$ cat config.mk
export PLATFORM = sky130hd
export DESIGN_NAME = next_pc_seq_flat
export DESIGN_NICKNAME = d
export VERILOG_FILES = /design/src/rtl/next_pc_seq_if.sv /design/src/rtl/next_pc_seq.sv /design/src/flat_wrapper.sv
export SDC_FILE = /design/constraint.sdc
export NUM_CORES = 1
export LEC_CHECK = 0
export ABC_AREA = 1
export ABC_CLOCK_PERIOD_IN_PS = 4000
export CORE_ASPECT_RATIO = 0.5
export CORE_MARGIN = 2
export CORE_UTILIZATION = 35
export CTS_CLUSTER_SIZE = 24
export DETAILED_ROUTE_END_ITERATION = 7
export SYNTH_ARGS = -nofsm -noshare
export SYNTH_HDL_FRONTEND = slang
export SYNTH_SLANG_ARGS = --single-unit
$ cat constraint.sdc
create_clock -name i_clk -period 4 [get_ports i_clk]
set_input_delay 1.2 -clock i_clk [delete_from_list [all_inputs] [get_ports i_clk]]
set_output_delay 1.2 -clock i_clk [all_outputs]
set_load 0.005 [all_outputs]
$ cat src/rtl/next_pc_seq_if.sv
// Request/response bundle between the MIPS32 core control and the PC unit.
// The core drives requests through the master modport; the PC unit is the slave.
interface next_pc_seq_if #(
    parameter int unsigned WIDTH     = 32,
    parameter int unsigned EPC_DEPTH = 4
);
    localparam int unsigned DW = $clog2(EPC_DEPTH + 1);

    logic             i_stall;
    logic [25:0]      i_Imm26;
    logic [WIDTH-1:0] i_Rs;
    logic             i_Zero;
    logic             i_Beq;
    logic             i_Bne;
    logic             i_J;
    logic             i_Jr;
    logic             i_exception;
    logic             i_eret;

    logic [WIDTH-1:0] o_PC;
    logic [WIDTH-1:0] o_PC_4;
    logic [WIDTH-1:0] o_epc;
    logic [DW-1:0]    o_epc_depth;
    logic             o_epc_ovf;
    logic             o_epc_unf;
    logic             o_addr_err;

    modport master (
        output i_stall, i_Imm26, i_Rs, i_Zero, i_Beq, i_Bne, i_J, i_Jr,
               i_exception, i_eret,
        input  o_PC, o_PC_4, o_epc, o_epc_depth, o_epc_ovf, o_epc_unf, o_addr_err
    );

    modport slave (
        input  i_stall, i_Imm26, i_Rs, i_Zero, i_Beq, i_Bne, i_J, i_Jr,
               i_exception, i_eret,
        output o_PC, o_PC_4, o_epc, o_epc_depth, o_epc_ovf, o_epc_unf, o_addr_err
    );
endinterface

$ cat src/rtl/next_pc_seq.sv
// Registered program counter for the unpipelined MIPS32 core.
// Selects the next PC from eret / exception / Jr / J / branch requests and
// keeps a private EPC stack so nested exceptions return in LIFO order.
module next_pc_seq #(
    parameter int unsigned WIDTH      = 32,
    parameter int unsigned RESET_PC   = 0,
    parameter int unsigned EXC_VECTOR = 12,
    parameter int unsigned EPC_DEPTH  = 4
) (
    input  logic        i_clk,
    input  logic        i_rst_n,
    next_pc_seq_if.slave bus
);
    localparam int unsigned DW = $clog2(EPC_DEPTH + 1);

    logic [WIDTH-1:0] pc;
    logic [WIDTH-1:0] pc_4;
    logic [WIDTH-1:0] br_target;
    logic [WIDTH-1:0] j_target;
    logic [WIDTH-1:0] next_pc;
    logic [WIDTH-1:0] epc;
    logic [WIDTH-1:0] stack [EPC_DEPTH];
    logic [DW-1:0]    depth;
    logic             ovf;
    logic             unf;
    logic             addr_err;

    logic empty;
    logic full;
    logic branch_take;
    logic jr_misaligned;
    logic do_push;
    logic do_pop;
    logic set_ovf;
    logic set_unf;
    logic set_addr_err;

    assign pc_4          = {pc[WIDTH-1:2] + (WIDTH-2)'(1), 2'b00};
    assign br_target     = pc_4 + {{(WIDTH-18){bus.i_Imm26[15]}}, bus.i_Imm26[15:0], 2'b00};
    assign branch_take   = (bus.i_Beq & bus.i_Zero) | (bus.i_Bne & ~bus.i_Zero);
    assign jr_misaligned = bus.i_Jr & (bus.i_Rs[1:0] != 2'b00);
    assign empty         = (depth == '0);
    assign full          = (depth == DW'(EPC_DEPTH));

    // At 28 bits the jump target is entirely the immediate; no PC region bits remain.
    generate
        if (WIDTH == 28) begin : g_jump_narrow
            assign j_target = {bus.i_Imm26, 2'b00};
        end else begin : g_jump_wide
            assign j_target = {pc_4[WIDTH-1:28], bus.i_Imm26, 2'b00};
        end
    endgenerate

    // Top-of-stack view: entry[depth-1], or zero when the stack is empty.
    always_comb begin
        epc = '0;
        for (int unsigned k = 0; k < EPC_DEPTH; k++) begin
            if (depth == DW'(k + 1)) epc = stack[k];
        end
    end

    // Next-PC priority select and stack/flag side effects.
    always_comb begin
        next_pc      = pc_4;
        do_push      = 1'b0;
        do_pop       = 1'b0;
        set_ovf      = 1'b0;
        set_unf      = 1'b0;
        set_addr_err = 1'b0;
        if (bus.i_eret) begin
            if (!empty) begin
                next_pc = epc;
                do_pop  = 1'b1;
            end else begin
                set_unf = 1'b1;
            end
        end else if (bus.i_exception || jr_misaligned) begin
            // A misaligned Jr traps like an exception; addr_err only flags the Jr cause.
            next_pc      = WIDTH'(EXC_VECTOR);
            set_addr_err = ~bus.i_exception;
            if (full) set_ovf = 1'b1;
            else      do_push = 1'b1;
        end else if (bus.i_Jr) begin
            next_pc = bus.i_Rs;
        end else if (bus.i_J) begin
            next_pc = j_target;
        end else if (branch_take) begin
            next_pc = br_target;
        end
    end

    // PC, EPC stack and status registers; stall freezes everything but addr_err.
    always_ff @(posedge i_clk or negedge i_rst_n) begin
        if (!i_rst_n) begin
            pc       <= WIDTH'(RESET_PC);
            depth    <= '0;
            ovf      <= 1'b0;
            unf      <= 1'b0;
            addr_err <= 1'b0;
            for (int unsigned k = 0; k < EPC_DEPTH; k++) stack[k] <= '0;
        end else if (bus.i_stall) begin
            addr_err <= 1'b0;
        end else begin
            pc       <= next_pc;
            addr_err <= set_addr_err;
            if (set_ovf) ovf <= 1'b1;
            if (set_unf) unf <= 1'b1;
            if (do_push) begin
                depth <= depth + DW'(1);
                for (int unsigned k = 0; k < EPC_DEPTH; k++) begin
                    if (depth == DW'(k)) stack[k] <= pc;
                end
            end else if (do_pop) begin
                depth <= depth - DW'(1);
            end
        end
    end

    assign bus.o_PC        = pc;
    assign bus.o_PC_4      = pc_4;
    assign bus.o_epc       = epc;
    assign bus.o_epc_depth = depth;
    assign bus.o_epc_ovf   = ovf;
    assign bus.o_epc_unf   = unf;
    assign bus.o_addr_err  = addr_err;
endmodule
$ cat src/flat_wrapper.sv
// flat-port wrapper written by rule: the top's interface ports become plain ports
module next_pc_seq_flat 
#(
    parameter int unsigned WIDTH      = 32,
    parameter int unsigned RESET_PC   = 0,
    parameter int unsigned EXC_VECTOR = 12,
    parameter int unsigned EPC_DEPTH  = 4
)
  (i_clk, i_rst_n, bus_i_stall, bus_i_Imm26, bus_i_Rs, bus_i_Zero, bus_i_Beq, bus_i_Bne, bus_i_J, bus_i_Jr, bus_i_exception, bus_i_eret, bus_o_PC, bus_o_PC_4, bus_o_epc, bus_o_epc_depth, bus_o_epc_ovf, bus_o_epc_unf, bus_o_addr_err);
  next_pc_seq_if #(.WIDTH(WIDTH), .EPC_DEPTH(EPC_DEPTH)) bus_i ();
  input  logic i_clk;
  input  logic i_rst_n;
  input wire logic [$bits(bus_i.i_stall)-1:0] bus_i_stall;
  input wire logic [$bits(bus_i.i_Imm26)-1:0] bus_i_Imm26;
  input wire logic [$bits(bus_i.i_Rs)-1:0] bus_i_Rs;
  input wire logic [$bits(bus_i.i_Zero)-1:0] bus_i_Zero;
  input wire logic [$bits(bus_i.i_Beq)-1:0] bus_i_Beq;
  input wire logic [$bits(bus_i.i_Bne)-1:0] bus_i_Bne;
  input wire logic [$bits(bus_i.i_J)-1:0] bus_i_J;
  input wire logic [$bits(bus_i.i_Jr)-1:0] bus_i_Jr;
  input wire logic [$bits(bus_i.i_exception)-1:0] bus_i_exception;
  input wire logic [$bits(bus_i.i_eret)-1:0] bus_i_eret;
  output wire logic [$bits(bus_i.o_PC)-1:0] bus_o_PC;
  output wire logic [$bits(bus_i.o_PC_4)-1:0] bus_o_PC_4;
  output wire logic [$bits(bus_i.o_epc)-1:0] bus_o_epc;
  output wire logic [$bits(bus_i.o_epc_depth)-1:0] bus_o_epc_depth;
  output wire logic [$bits(bus_i.o_epc_ovf)-1:0] bus_o_epc_ovf;
  output wire logic [$bits(bus_i.o_epc_unf)-1:0] bus_o_epc_unf;
  output wire logic [$bits(bus_i.o_addr_err)-1:0] bus_o_addr_err;
  assign bus_i.i_stall = bus_i_stall;
  assign bus_i.i_Imm26 = bus_i_Imm26;
  assign bus_i.i_Rs = bus_i_Rs;
  assign bus_i.i_Zero = bus_i_Zero;
  assign bus_i.i_Beq = bus_i_Beq;
  assign bus_i.i_Bne = bus_i_Bne;
  assign bus_i.i_J = bus_i_J;
  assign bus_i.i_Jr = bus_i_Jr;
  assign bus_i.i_exception = bus_i_exception;
  assign bus_i.i_eret = bus_i_eret;
  assign bus_o_PC = bus_i.o_PC;
  assign bus_o_PC_4 = bus_i.o_PC_4;
  assign bus_o_epc = bus_i.o_epc;
  assign bus_o_epc_depth = bus_i.o_epc_depth;
  assign bus_o_epc_ovf = bus_i.o_epc_ovf;
  assign bus_o_epc_unf = bus_i.o_epc_unf;
  assign bus_o_addr_err = bus_i.o_addr_err;
  next_pc_seq #(.WIDTH(WIDTH), .RESET_PC(RESET_PC), .EXC_VECTOR(EXC_VECTOR), .EPC_DEPTH(EPC_DEPTH)) u_core (.i_clk(i_clk), .i_rst_n(i_rst_n), .bus(bus_i));
endmodule
Word level (Yosys, flattened, before mapping)
Index checks and enable logic that the tools add are counted.

storage, ports and cells
  bits in registers = 166
  input bits = 68
  logic and storage cells = 60

operators by class
  add/sub/neg operators = 4
  equality and inequality tests = 4
  mux-type cells = 25
  bitwise logic cells = 7
  reduce and logical (&&, ||, !) cells = 11

operator list
  kind                   count
  $mux 32                10
  $add 32x32->32         1
  $add 30x1->30 const B  1
  $mux 1                 13
  $reduce_and 3->1       4
  $eq 3x2->1 const B     2
  $mux 3                 2
  $reduce_and 2->1       3
  $reduce_bool 2->1      2
  $add 3x1->3 const B    1
  $and 1x1->1            3
  $eq 3x1->1 const B     1
  $eq 3x3->1 const B     1
  $logic_not 3->1        1
  $not 1->1              3
  $sub 3x1->3 const B    1
  $logic_or 1x1->1       1
  $or 1x1->1             1

Depth between registers and ports, before layout
  depth after elaboration = 8
  gate-level depth with buffers = 25

Worst setup path before layout
No wires, ideal clock.

  path kind = register to register
  start point = register u_core.pc[2], in the netlist u_core.bus.o_PC[2]
  end point = register u_core.pc[30], in the netlist u_core.bus.o_PC[30]
  library setup time = 0.077 ns
  arrival = 2.959 ns
  setup slack = 0.963 ns
  stages on the path, launching flop included = 22
  buffers on the path = 0
  clock period less this slack = 3.037 ns
  cell sequence = dfrtp_1 -> ha_1 -> nand2_1 -> inv_1 -> nand2_1 -> nor3_1 -> nand2_1 -> nor2_1 -> xor2_1 -> inv_1 -> ha_1 -> nand2_1 -> nor2_1 -> inv_1 -> nor2_1 -> nand3_1 -> or2_1 -> nand3b_1 -> nand3_1 -> nand2_1 -> nand2_1 -> a21oi_1

between the ends
  longest elaborated chain between the ends = 7

ends and longest elaborated chain
  item                      line                RTL
  start: declaration        next_pc_seq.sv:16   logic [WIDTH-1:0] pc;
  start signal: assignment  next_pc_seq.sv:95   pc <= WIDTH'(RESET_PC);
  start signal: assignment  next_pc_seq.sv:104  pc <= next_pc;
  $add 30x1->30             next_pc_seq.sv:38   assign pc_4 = {pc[WIDTH-1:2] + (WIDTH-2)'(1), 2'b00};
  named net bus_o_PC_4[18]  flat_wrapper.sv:24  output wire logic [$bits(bus_i.o_PC_4)-1:0] bus_o_PC_4;
  $add 32x32->32            next_pc_seq.sv:39   assign br_target = pc_4 + {{(WIDTH-18){bus.i_Imm26[15]}}, bus.i_Imm26[15:0], 2'b00};
  $mux 32                   next_pc_seq.sv:87   end else if (branch_take) begin
  $mux 32                   next_pc_seq.sv:85   end else if (bus.i_J) begin
  $mux 32                   next_pc_seq.sv:83   end else if (bus.i_Jr) begin
  $mux 32                   next_pc_seq.sv:77   end else if (bus.i_exception || jr_misaligned) begin
  $mux 32                   next_pc_seq.sv:70   if (bus.i_eret) begin

The timed path passes the listed nets, and every way through them passes these cells.
A chain may end at the register's enable or synchronous reset.

Final worst setup path
  start point = register u_core.pc[16], in the netlist u_core.bus.o_PC[16]
  end point = output bus_o_PC_4[20]

between the ends
  longest elaborated chain between the ends = 1

ends and longest elaborated chain
  item              line
  $add 30x1->30     next_pc_seq.sv:38
  end: declaration  flat_wrapper.sv:24

No other way between the ends.

==> metrics <==
Compound-Gate Fraction of Synth Area=17.9%; # clock sinks=166; outcome=finished clean; Seq cells post-synth=166; Starting Density=35.5%; Post-Synthesis Cells=1742; internal power=5.46 mW; largest net degree at the start of global routing=77; Comb pwr share=54.0%; YS warnings=0; initial antenna violation count=2; Net Switching=4.20 mW; Antenna Nets Post-Route=0; I/O pin total=170; GRT Total Usage=24.4%; die area=35000 sq um; die height=133 um; critical path startpoint category=flip-flop; worst-path maximum fanout=6; deepest clock path buffer count=2; Avg Synthesized Cell Area=6.72 sq um; Max rail drop VDD=0.343 mV; Top delay family on crit path=buffers and inverters; simple-gate share of the synthesized area=30.7%; Synth Cell Area=11700 sq um; min-delay worst type=flip-flop to flip-flop; DR vias=12018; first-pass detailed-route iteration total=7; synth unique cells=48; period utilisation layout=97.3%; Area Overhead vs Synth=26.8%; CP Class=flip-flop to output port; Setup Skew=0.0108 ns; min cycle time layout=3.89 ns; storage element area=4160 sq um; clock tree from TritonCTS=done; Routed wire per std cell=18.1 um; CTS clk-pin slew, worst paths=0.07 ns; DRT iter0 DRCs=1058; Sw Ratio=43.5%; post-synthesis xor/xnor area fraction=2.09%; power share of the clock group=17.1%; final core utilization=45.0%; max incr delay on CP=0.56 ns; final setup fails=0; PortBufs=167; Final #Nets=2022; ys async rst share=100%; worst-margin pin slew=0.735 ns; Die X=263 um; Seq pwr share=28.9%; Critical Path End Type=output port; Total Wirelength=42.9 mm; # hold bufs at CTS=0; post-synthesis mux area share=0%; largest family of logic cells by synthesized area=simple AND/OR/NAND/NOR gates; static leakage=7.11 nW; slowest stage cell, crit path=clkdlybuf4s50_1; CP Cell Sequence=inv_1 > nor3_2 > nand2_1 > nor2_1 > nand2_1 > xor2_1 > inv_1 > clkdlybuf4s50_1; GRT overflow=0; worst-skew pair later-pin latency=0.42 ns; crit path buf inv count=3; max-slew violations=0; max_slew headroom=51.0%; area of the multi-input gates=6550 sq um; fmax=257 MHz; Reg2Reg Setup Slack=0.33 ns; via/cell ratio=5.08; number of global-route vias before repair=11317; Root Buffer=clkbuf_16; layout cells sized above 1=8.73%; DR DRC count=0; H-tree depth=4; Seq/Total Area, Yosys=35.5%; # rows=47; DP HPWL=32.5 mm; number of synthesized flops with an enable pin=0; fillers=3336; Synth Flop Type=dfrtp_1; first-pass GRT wire length=66.3 mm; CTS buffer count=17; crit path DAT=2.69 ns; Hold Fails Final Rpt=0; Synth Area in Adders=4.45%; Cell Pwr Density=651 nW/um^2; Max Cap Viol=0; CORE AREA=33000 sq um; gpl congestion=0.948; Tot Pwr=9.66 mW; Critical Path RT=2.80 ns
[tightest hold or removal path, cell delays in order (launching register included)]
cell,delay [ns]
dfrtp_1,0.34
nand2_1,0.05
o21ai_0,0.06
[sequential cells by signal, indices dropped and copies added, names as in the netlist]
| signal | cells |
|---|---|
| u_core.bus.o_epc_unf | 1 |
| u_core.bus.o_epc_depth | 3 |
| u_core.stack | 128 |
| u_core.bus.o_addr_err | 1 |
| u_core.bus.o_PC | 32 |
| u_core.bus.o_epc_ovf | 1 |
[cell usage after synthesis, types with 6 or more instances]
| library cell | count | area [sq um] |
|---|---|---|
| nor3_1 | 10 | 50.1 |
| buf_2 | 17 | 85.1 |
| xor2_1 | 19 | 166 |
| nand2_1 | 544 | 2040 |
| nor2_4 | 8 | 90.1 |
| nand4_1 | 12 | 75.1 |
| o21ai_1 | 54 | 270 |
| clkbuf_1 | 44 | 165 |
| o211ai_1 | 29 | 218 |
| nor2_2 | 6 | 37.5 |
| nor2_1 | 148 | 556 |
| o21a_1 | 16 | 120 |
| xnor2_1 | 9 | 78.8 |
| nand2_2 | 8 | 50.1 |
| inv_1 | 190 | 713 |
| o21ai_0 | 156 | 781 |
| inv_2 | 12 | 45.0 |
| nand2_4 | 6 | 67.6 |
| dfrtp_1 | 166 | 4150 |
| nand3_1 | 85 | 425 |
| a21oi_1 | 101 | 505 |
| or2_2 | 7 | 43.8 |
| ha_1 | 40 | 500 |
[through the flow]
step	cell area, sq um	worst slack (ns)	instances	hold slack [ns]	TNS, ns
3_5_place_dp	14000	0.218	2325	0.465	0
4_1_cts	14700	-0.0508	2361	0.479	-0.374
3_3_place_gp	14000	0.280	2325	0.460	0
6_report	14900	0.108	2368	0.478	0
2_1_floorplan	11700	0.963	1743	0.448	0
5_1_grt	14900	-0.0128	2368	0.499	-0.0169
[final cells by class]
| cell class | instances | share of cell area [%] |
|---|---|---|
| sequential | 166 | 28.0 |
| clock inverter | 13 | 0.994 |
| antenna | 2 | 0.0337 |
| tap | 441 | 3.72 |
| multi-input combinational | 1301 | 44.1 |
| timing repair buffer | 222 | 15.0 |
| clock buffer | 18 | 2.89 |
| inverter | 205 | 5.27 |
[per-layer routing]
layer	vias to the layer above	wire length, um	track usage, %	part of all wire (%)
li1	5952	-	-	-
met1	5679	20700	35.0	48
met3	44	2180	3.96	5.1
met5	-	0	0	0
met4	0	775	5.72	1.8
met2	343	19200	38.7	45
[cells in the final DEF (no fill, tap or decap), types with 5 or more instances in the layout]
| cell type | n |
|---|---|
| nand2_1 | 544 |
| inv_1 | 187 |
| clkdlybuf4s50_1 | 166 |
| dfrtp_1 | 162 |
| o21ai_0 | 152 |
| nor2_1 | 146 |
| a21oi_1 | 101 |
| nand3_1 | 85 |
| o21ai_1 | 56 |
| buf_4 | 44 |
| ha_1 | 37 |
| o211ai_1 | 29 |
| xor2_1 | 17 |
| clkbuf_16 | 17 |
| o21a_1 | 16 |
| inv_2 | 12 |
| nand4_1 | 12 |
| buf_12 | 9 |
| nor2_2 | 8 |
| nor2_4 | 8 |
| nand2_2 | 8 |
| xnor2_1 | 8 |
| or2_2 | 7 |
| nand2_4 | 6 |
| nor3_1 | 6 |
| o21ai_2 | 5 |
| nand3b_1 | 5 |
| a221oi_1 | 5 |
[path summary, 6_finish.rpt]
path | depth (start not counted) | startpoint | end
worst max-delay path | 8 | u_core.bus.o_PC[16] | bus_o_PC_4[20]
min in group asynchronous | 1 | i_rst_n | u_core.stack[5]
worst max register to register | 23 | u_core.bus.o_PC[3] | u_core.bus.o_PC[23]
worst min-delay path | 2 | u_core.stack[37] | u_core.stack[37]
worst min register to register | 2 | u_core.stack[37] | u_core.stack[37]
max in group asynchronous | 2 | i_rst_n | u_core.stack[119]
[cells by family after synthesis]
kind of cell / Yosys count
and+or+nand+nor: 849
AOI/OAI and AO/OA: 381
buffers and inverters: 276
DFF: 166
adders and majority gates: 41
xor gates and xnor gates: 28
other: 1
[power groups by stage]
| stage | Combinational (mW) | Clock, mW | Sequential [mW] |
|---|---|---|---|
| after floorplan | 2.78 | 0 | 2.69 |
| after global placement | 4.97 | 0 | 2.77 |
| after detailed placement | 5.00 | 0 | 2.78 |
| after CTS | 5.11 | 1.67 | 2.77 |
| after global routing | 5.75 | 1.75 | 2.87 |
| final | 5.22 | 1.65 | 2.79 |
[what timing repair did]
action	CTS	global route
gates cloned	1	0
gates resized for setup	9	24
hold endpoints to repair	0	0
pin swaps	3	2
setup buffers	4	5
setup endpoints to repair	31	47
Note: power is estimated with default switching activity, not from simulation.
